[config.mk]
export PLATFORM = sky130hd
export DESIGN_NAME = vga_frame_streamer
export DESIGN_NICKNAME = d
export VERILOG_FILES = /design/src/rtl/vga_frame_streamer.sv
export SDC_FILE = /design/constraint.sdc
export NUM_CORES = 1
export LEC_CHECK = 0
export ABC_AREA = 1
export CAP_MARGIN = 40
export CORE_ASPECT_RATIO = 0.6
export CORE_UTILIZATION = 48
export DETAILED_ROUTE_END_ITERATION = 10
export PLACE_DENSITY = 0.76
export RECOVER_POWER = 50
export REMOVE_ABC_BUFFERS = 1
export SLEW_MARGIN = 20
export SYNTH_ARGS = -nofsm -noshare
export SYNTH_HDL_FRONTEND = slang
export SYNTH_SLANG_ARGS = --single-unit
[constraint.sdc]
create_clock -name clk -period 1.8 [get_ports clk]
set_input_delay 0.36 -clock clk [delete_from_list [all_inputs] [get_ports clk]]
set_output_delay 0.36 -clock clk [all_outputs]
set_load 0.1 [all_outputs]
[src/rtl/vga_frame_streamer.sv]
// vga_frame_streamer
// ------------------
// Producer side of the VGA driver pixel-load interface. A single-cycle `go`
// command captures a base address and a destination buffer index. The block
// then reads IMG_W*IMG_H pixels from image memory, which has a 1-cycle read
// latency, and streams them one per cycle into the selected VGA frame buffer.
//
// Ports
//   clk, rst_n           system clock (rising edge), asynchronous active-low reset
//   go, img_sel          frame command and destination buffer index (sampled with go)
//   base_addr            memory address of pixel 0 (sampled with go)
//   hold                 pause request; blocks new memory reads in the same cycle
//   mem_re, mem_addr     image memory read port
//   mem_rdata            read data, valid the cycle after mem_re
//   start, img_idx       frame-start pulse and buffer index to the VGA driver
//   we, wdata            pixel write strobe and data to the VGA driver
//   busy, done           busy from START to the last we; done pulses once afterwards
module vga_frame_streamer #(
  parameter int IMG_W  = 320,
  parameter int IMG_H  = 240,
  parameter int ADDR_W = 17,
  parameter int PIX_W  = 12
) (
  input  logic              clk,
  input  logic              rst_n,
  input  logic              go,
  input  logic              img_sel,
  input  logic [ADDR_W-1:0] base_addr,
  input  logic              hold,
  output logic              mem_re,
  output logic [ADDR_W-1:0] mem_addr,
  input  logic [PIX_W-1:0]  mem_rdata,
  output logic              start,
  output logic              img_idx,
  output logic              we,
  output logic [PIX_W-1:0]  wdata,
  output logic              busy,
  output logic              done
);

  localparam int N     = IMG_W * IMG_H;
  localparam int CNT_W = $clog2(N + 1);
  localparam logic [CNT_W-1:0] N_C = CNT_W'(N);

  typedef enum logic [2:0] {
    S_IDLE,
    S_START,
    S_STREAM,
    S_DRAIN,
    S_DONE
  } state_t;

  state_t              state_q, state_d;
  logic [ADDR_W-1:0]   addr_q, addr_d;       // address of the next read
  logic [CNT_W-1:0]    rd_cnt_q, rd_cnt_d;   // reads issued this frame
  logic [CNT_W-1:0]    wr_cnt_q, wr_cnt_d;   // we pulses issued this frame
  logic                rvalid_q;             // mem_rdata carries a pixel this cycle
  logic                we_q, we_d;
  logic [PIX_W-1:0]    wdata_q, wdata_d;
  logic                start_q, start_d;
  logic                busy_q, busy_d;
  logic                done_q, done_d;
  logic                img_idx_q, img_idx_d;
  logic                rd_en;

  // hold gates the read in the cycle it is asserted. The rest of the read
  // decision comes from registered state, so mem_re only sees hold
  // combinationally.
  assign rd_en = ((state_q == S_START) || (state_q == S_STREAM))
                 && !hold && (rd_cnt_q != N_C);

  always_comb begin
    state_d   = state_q;
    addr_d    = addr_q;
    rd_cnt_d  = rd_cnt_q;
    wr_cnt_d  = wr_cnt_q;
    start_d   = 1'b0;
    busy_d    = busy_q;
    done_d    = 1'b0;
    img_idx_d = img_idx_q;
    // Write pipeline: data returned for a read becomes a we one cycle later.
    we_d      = rvalid_q;
    wdata_d   = rvalid_q ? mem_rdata : wdata_q;

    if (rd_en) begin
      addr_d   = addr_q + ADDR_W'(1);   // wraps modulo 2^ADDR_W
      rd_cnt_d = rd_cnt_q + CNT_W'(1);
    end
    if (rvalid_q) begin
      wr_cnt_d = wr_cnt_q + CNT_W'(1);
    end

    unique case (state_q)
      S_IDLE: begin
        if (go) begin
          img_idx_d = img_sel;
          addr_d    = base_addr;
          rd_cnt_d  = '0;
          wr_cnt_d  = '0;
          start_d   = 1'b1;
          busy_d    = 1'b1;
          state_d   = S_START;
        end
      end
      S_START, S_STREAM: begin
        state_d = (rd_cnt_d == N_C) ? S_DRAIN : S_STREAM;
      end
      S_DRAIN: begin
        // wr_cnt_q reaches N in the cycle that carries the last we.
        if (wr_cnt_q == N_C) begin
          done_d  = 1'b1;
          busy_d  = 1'b0;
          state_d = S_DONE;
        end
      end
      S_DONE: begin
        state_d = S_IDLE;   // go is ignored here; it is accepted from the next cycle
      end
      default: state_d = S_IDLE;
    endcase
  end

  always_ff @(posedge clk or negedge rst_n) begin
    if (!rst_n) begin
      state_q   <= S_IDLE;
      addr_q    <= '0;
      rd_cnt_q  <= '0;
      wr_cnt_q  <= '0;
      rvalid_q  <= 1'b0;
      we_q      <= 1'b0;
      wdata_q   <= '0;
      start_q   <= 1'b0;
      busy_q    <= 1'b0;
      done_q    <= 1'b0;
      img_idx_q <= 1'b0;
    end else begin
      state_q   <= state_d;
      addr_q    <= addr_d;
      rd_cnt_q  <= rd_cnt_d;
      wr_cnt_q  <= wr_cnt_d;
      rvalid_q  <= rd_en;
      we_q      <= we_d;
      wdata_q   <= wdata_d;
      start_q   <= start_d;
      busy_q    <= busy_d;
      done_q    <= done_d;
      img_idx_q <= img_idx_d;
    end
  end

  assign mem_re   = rd_en;
  assign mem_addr = addr_q;
  assign start    = start_q;
  assign img_idx  = img_idx_q;
  assign we       = we_q;
  assign wdata    = wdata_q;
  assign busy     = busy_q;
  assign done     = done_q;

endmodule

Yosys cells after proc, flatten, opt, wreduce, memory -nomap -nowiden
Index checks and enable logic that the tools add are counted.

operators by class
  multiplexer cells = 20
  equal/unequal tests = 8
  reductions and logical operators = 10
  add/subtract/negate cells = 3

operator list
  kind                                            number
  2-to-1 mux 17 bit                               9
  adder 17 x 1 -> 17 bit (second input constant)  3
  == test 17 bit (second input constant)          2
  inequality test 17 bit (second input constant)  1
  one-hot mux 3 bit (3 select lines)              1
  2-to-1 mux 1 bit                                7
  == test 3 x 2 -> 1 bit (second input constant)  2
  2-to-1 mux 3 bit                                2
  inequality test 2 bit (second input constant)   2
  AND reduction 2 bit                             2
  == test 3 x 1 -> 1 bit (second input constant)  1
  zero test 3 bit                                 1
  AND reduction 3 bit                             1
  logical AND 1 bit                               2
  one-hot mux 1 bit (2 select lines)              1
  nonzero test 2 bit                              1
  OR reduction 2 bit                              1
  zero test 1 bit                                 1
  logical OR 1 bit                                1

word-level totals
  output and inout port bits = 35
  register bits = 72
  input bits = 34
  word-level logic and storage cells = 52

Depth between registers and ports, before layout
  depth in word-level cells = 8
  gate-level depth with buffers = 18
  mapped depth without buffers = 17

Worst setup path before layout
No wires, ideal clock.

  path type = reg-to-reg
  from = register rd_cnt_q[0]
  to = register state_q[0]
  data arrival time = 2.048 ns
  path slack = -0.368 ns
  required time = 1.681 ns
  buffers on the path = 1
  stages on the path, launching flop included = 16
  setup time = 0.119 ns
  period minus slack after synthesis = 2.168 ns
  cells stage by stage = dfrtp_1 > inv_1 > ha_1 > nand2_1 > inv_1 > nand2_1 > nor2_1 > a21oi_2 > buf_2 > nand2_1 > nand3_1 > nor2_1 > nand3_1 > nand2_1 > nand2_1 > nand2_1

between the ends
  cells in the longest elaborated chain, start to end = 6
  elaborated cells on any way between the ends = 7
  those cells by class = add/sub: 1; eq/ne: 2; mux: 3; reduce/logical: 1

ends and longest elaborated chain
  item                                RTL line  RTL
  from (decl)                         55        logic [CNT_W-1:0] rd_cnt_q, rd_cnt_d;
  from (signal assigned)              139       rd_cnt_q <= rd_cnt_d;
  inequality test 17 bit              70        && !hold && (rd_cnt_q != N_C);
  logical AND 1 bit                   70
  net mem_re                          30        output logic mem_re,
  2-to-1 mux 17 bit                   85        if (rd_en) begin
  == test 17 bit                      106       state_d = (rd_cnt_d == N_C) ? S_DRAIN : S_STREAM;
  2-to-1 mux 1 bit                    106
  one-hot mux 3 bit (3 select lines)  93        unique case (state_q)
  to (signal assigned)                137       state_q <= state_d;
  to (decl)                           53        state_t state_q, state_d;

The timed path passes the listed nets, and every way through them passes these cells.
A chain may end at the register's enable or synchronous reset.

Worst setup path after layout
  from = register rd_cnt_q[0]
  to = output mem_re

between the ends
  cells in the longest elaborated chain, start to end = 2

ends and longest elaborated chain
  item                    RTL line
  inequality test 17 bit  70
  logical AND 1 bit       70
  to (decl)               30

Every way passes these cells.

==> metrics.txt <==
crit path cell chain inv_2 > ha_4 > nand2_2 > inv_2 > nand2_2 > nor2_4 > buf_6 > a21oi_4 > buf_6 > buf_12; Crit path required time between 1 and 1.5 ns; DR pass1 iterations 5; Worst EP arrival 1.80 ns; Syn. warnings 0; Place WS -0.441 ns; Synth Area in XOR/XNOR 4.71%; outcome complete, but fails checks; total track usage 29.6%; CTS root buf clkbuf_16; register area share after synthesis 44.0%; area grow syn2layout 62.2%; maximum buffer depth of the clock tree 2; vias in the first global route 4,173; Die X-Extent 121 microns; DRT iter0 DRCs 478; CTS tree done; mux share of post-synthesis cell area 3.79%; WL per Instance approximately 16 microns; number of synthesized register bits 72; die height 73.5 microns; Cell Area, Placed a little under 6000 sq um; mapped cell area 4090 sq um; Bufs and invs on worst path 5; number of synthesized flops with an enable pin 0; # nets final 738; Synth Flop Type dfrtp_1; CTS sink cnt 72; area share of and/or/nand/nor cells after synthesis 31.0%; Routed Antenna Nets 0; RSZ-0062 raised after global routing true; CP max FO 2; crit end category output pin; Num CTS Buffers 9; Avg Cell Area, Syn 7.68 sq um; design area 6640 sq um; first-pass GRT wire length 19,900 microns; initial antenna violation count 0; Adder-Cell Fraction of Synth Area 1.53%; CP Class reg -> out; Initial Utilization 50.7%; Final Util between 80% and 90%; GPL Wtd Cong 0.987; Synth area leaders dfrtp_1 44%, nand2_1 12%, nor2_1 7.2%; core box area 8070 sq um; Crit-path slowest cell dfrtp_1; Worst-Skew Late Latency 0.35 ns; # Max-Cap Violations 0; fin. max-slew vios 0; port buffer count 68; final worst slack -0.364 ns; Yosys cell types 39; Mapped Cells 533; worst slew pin tran 0.885 ns; violated checks setup timing; Pwr Density around 2000 nW/um^2; Final setup viols 20; HPWL Detailed between 8000 and 9000 microns; Ports 69; setup TNS -3.17 ns; Hold Crit Class reg -> reg; clock slew at reported path FFs around 0.06 ns; Top delay family on crit path buffers and inverters; Largest stage delay, worst path roughly 0.39 ns; Final Hold Vio Count 0; Tmin final 2.16 ns; FFs w/ async S/R, synth 100%; main combinational cell family by area after synthesis simple AND/OR/NAND/NOR gates; DRC viols 0; num rows 25; Detailed Route WL 13,300 microns; vias 4,435; total power between 10 and 15 mW; H-tree Lvls 3; Synth Area in Compound Gates under 10%; largest net degree at the start of global routing 59; max frequency roughly 460 MHz; Leak 3.21 nW; post-route clock period utilization 120%; Yosys top cell by area dfrtp_1; share of the synthesized area in the top cell type ~44%; grt total ovfl 0; crit start category flop; Fin Clk Skew approximately 0.0065 ns; Peak supply drop 1.83 mV; Die Area 8910 sq um; Vias per Instance roughly 5.5; # diodes 0; share of cells above drive strength 1 around a third; Rel. slew slack roughly 41%
-- worst paths after layout --
check | startpoint | endpoint | slack [ns] | cells after the start
setup / recovery | rd_cnt_q[0]$_DFF_PN0_ | mem_re | -0.36 | 10
hold / removal | busy$_DFFE_PN0P_ | busy$_DFFE_PN0P_ | 0.55 | 2
setup reg to reg | rd_cnt_q[0]$_DFF_PN0_ | state_q[0]$_DFFE_PN0P_ | -0.34 | 17
hold reg to reg | busy$_DFFE_PN0P_ | busy$_DFFE_PN0P_ | 0.55 | 2
max in group asynchronous | rst_n | mem_addr[10]$_DFF_PN0_ | 0.22 | 3
min in group asynchronous | rst_n | we$_DFF_PN0_ | 0.66 | 2
-- worst register-to-register path: cells and delay by family, from the launching register on --
family	cells	cell delay, ns
adder cells (fa/ha/maj)	1	0.13
buffers and inverters	3	0.30
AND/OR/NAND/NOR	13	1.22
flip-flops	1	0.41
-- synthesized netlist by cell type (all sizes together) (7+ instances only) --
cell and count:
nand4 12, nor3 12, xnor2 7, dfrtp 72, a21oi 17, xor2 15
buf 8, nand2 140, o21ai 17, nand3 32, mux2 12, inv 66
nor2 84
-- layout by cell type (no fill, tap or decap), drive strengths merged, types with 2 or more instances in the layout --
master and instances:
dfrtp 72, a21oi 17, a31oi 4, o21ai 17, bufinv 2, nor2 84, inv 67, xor2 15
mux2i 2, nand4 12, ha 5, clkinvlp 3, clkbuf 14, clkdlybuf4s50 32, mux2 12, o21bai 3
nand2 140, nand3b 2, o211ai 3, nor3b 2, buf 132, nand3 32, nor4 6, nor3 12
xnor2 7
-- layer usage --
metal	wire [microns]	global-route usage, %
met1	5640	39.1
met2	6130	47.7
met3	1100	7.69
met4	396	10.0
met5	0	0
-- state kept, by name, summed over array words and instances, names as in the netlist, 3 cells and up --
register  cells
state_q       3
wr_cnt_q     17
wdata        12
rd_cnt_q     17
mem_addr     17
-- cells by family after synthesis --
logic type                 Yosys count
muxes                               14
xor gates and xnor gates            22
DFF                                 72
and+or+nand+nor                    291
buffers and inverters               81
adders and majority gates            5
AOI/OAI and AO/OA                   48
-- stage by stage --
step | hold slack, ns | instances
after global placement | 0.289 | 779
after floorplan | 0.0644 | 519
final | 0.546 | 811
after CTS | 0.458 | 804
after global routing | 0.589 | 811
after detailed placement | 0.291 | 779
-- report_power, final --
part           switching [mW]  internal, mW
clock network           0.720          1.21
registers               0.663          2.18
logic                    5.12          3.21
total                    6.51          6.59
-- what timing repair did --
action / in CTS / in global routing
cloned: 0 / 0
setup endpoints to repair: 21 / 33
hold endpoints to repair: 14 / 0
pin swaps: 7 / 31
hold buffers: 1 / 0
buffers inserted: 9 / 12
gates resized for setup: 13 / 90
-- area by class of cell --
cell class                      count  area [sq um]
Multi-Input combinational cell    380          2250
Timing Repair Buffer              169          1880
Sequential cell                    72          1800
Fill cell                         468          1430
Inverter                           67           251
Clock buffer                       10           229
Tap cell                          108           135
Clock inverter                      5          82.6
No activity file was read; power rests on OpenSTA's default activity.
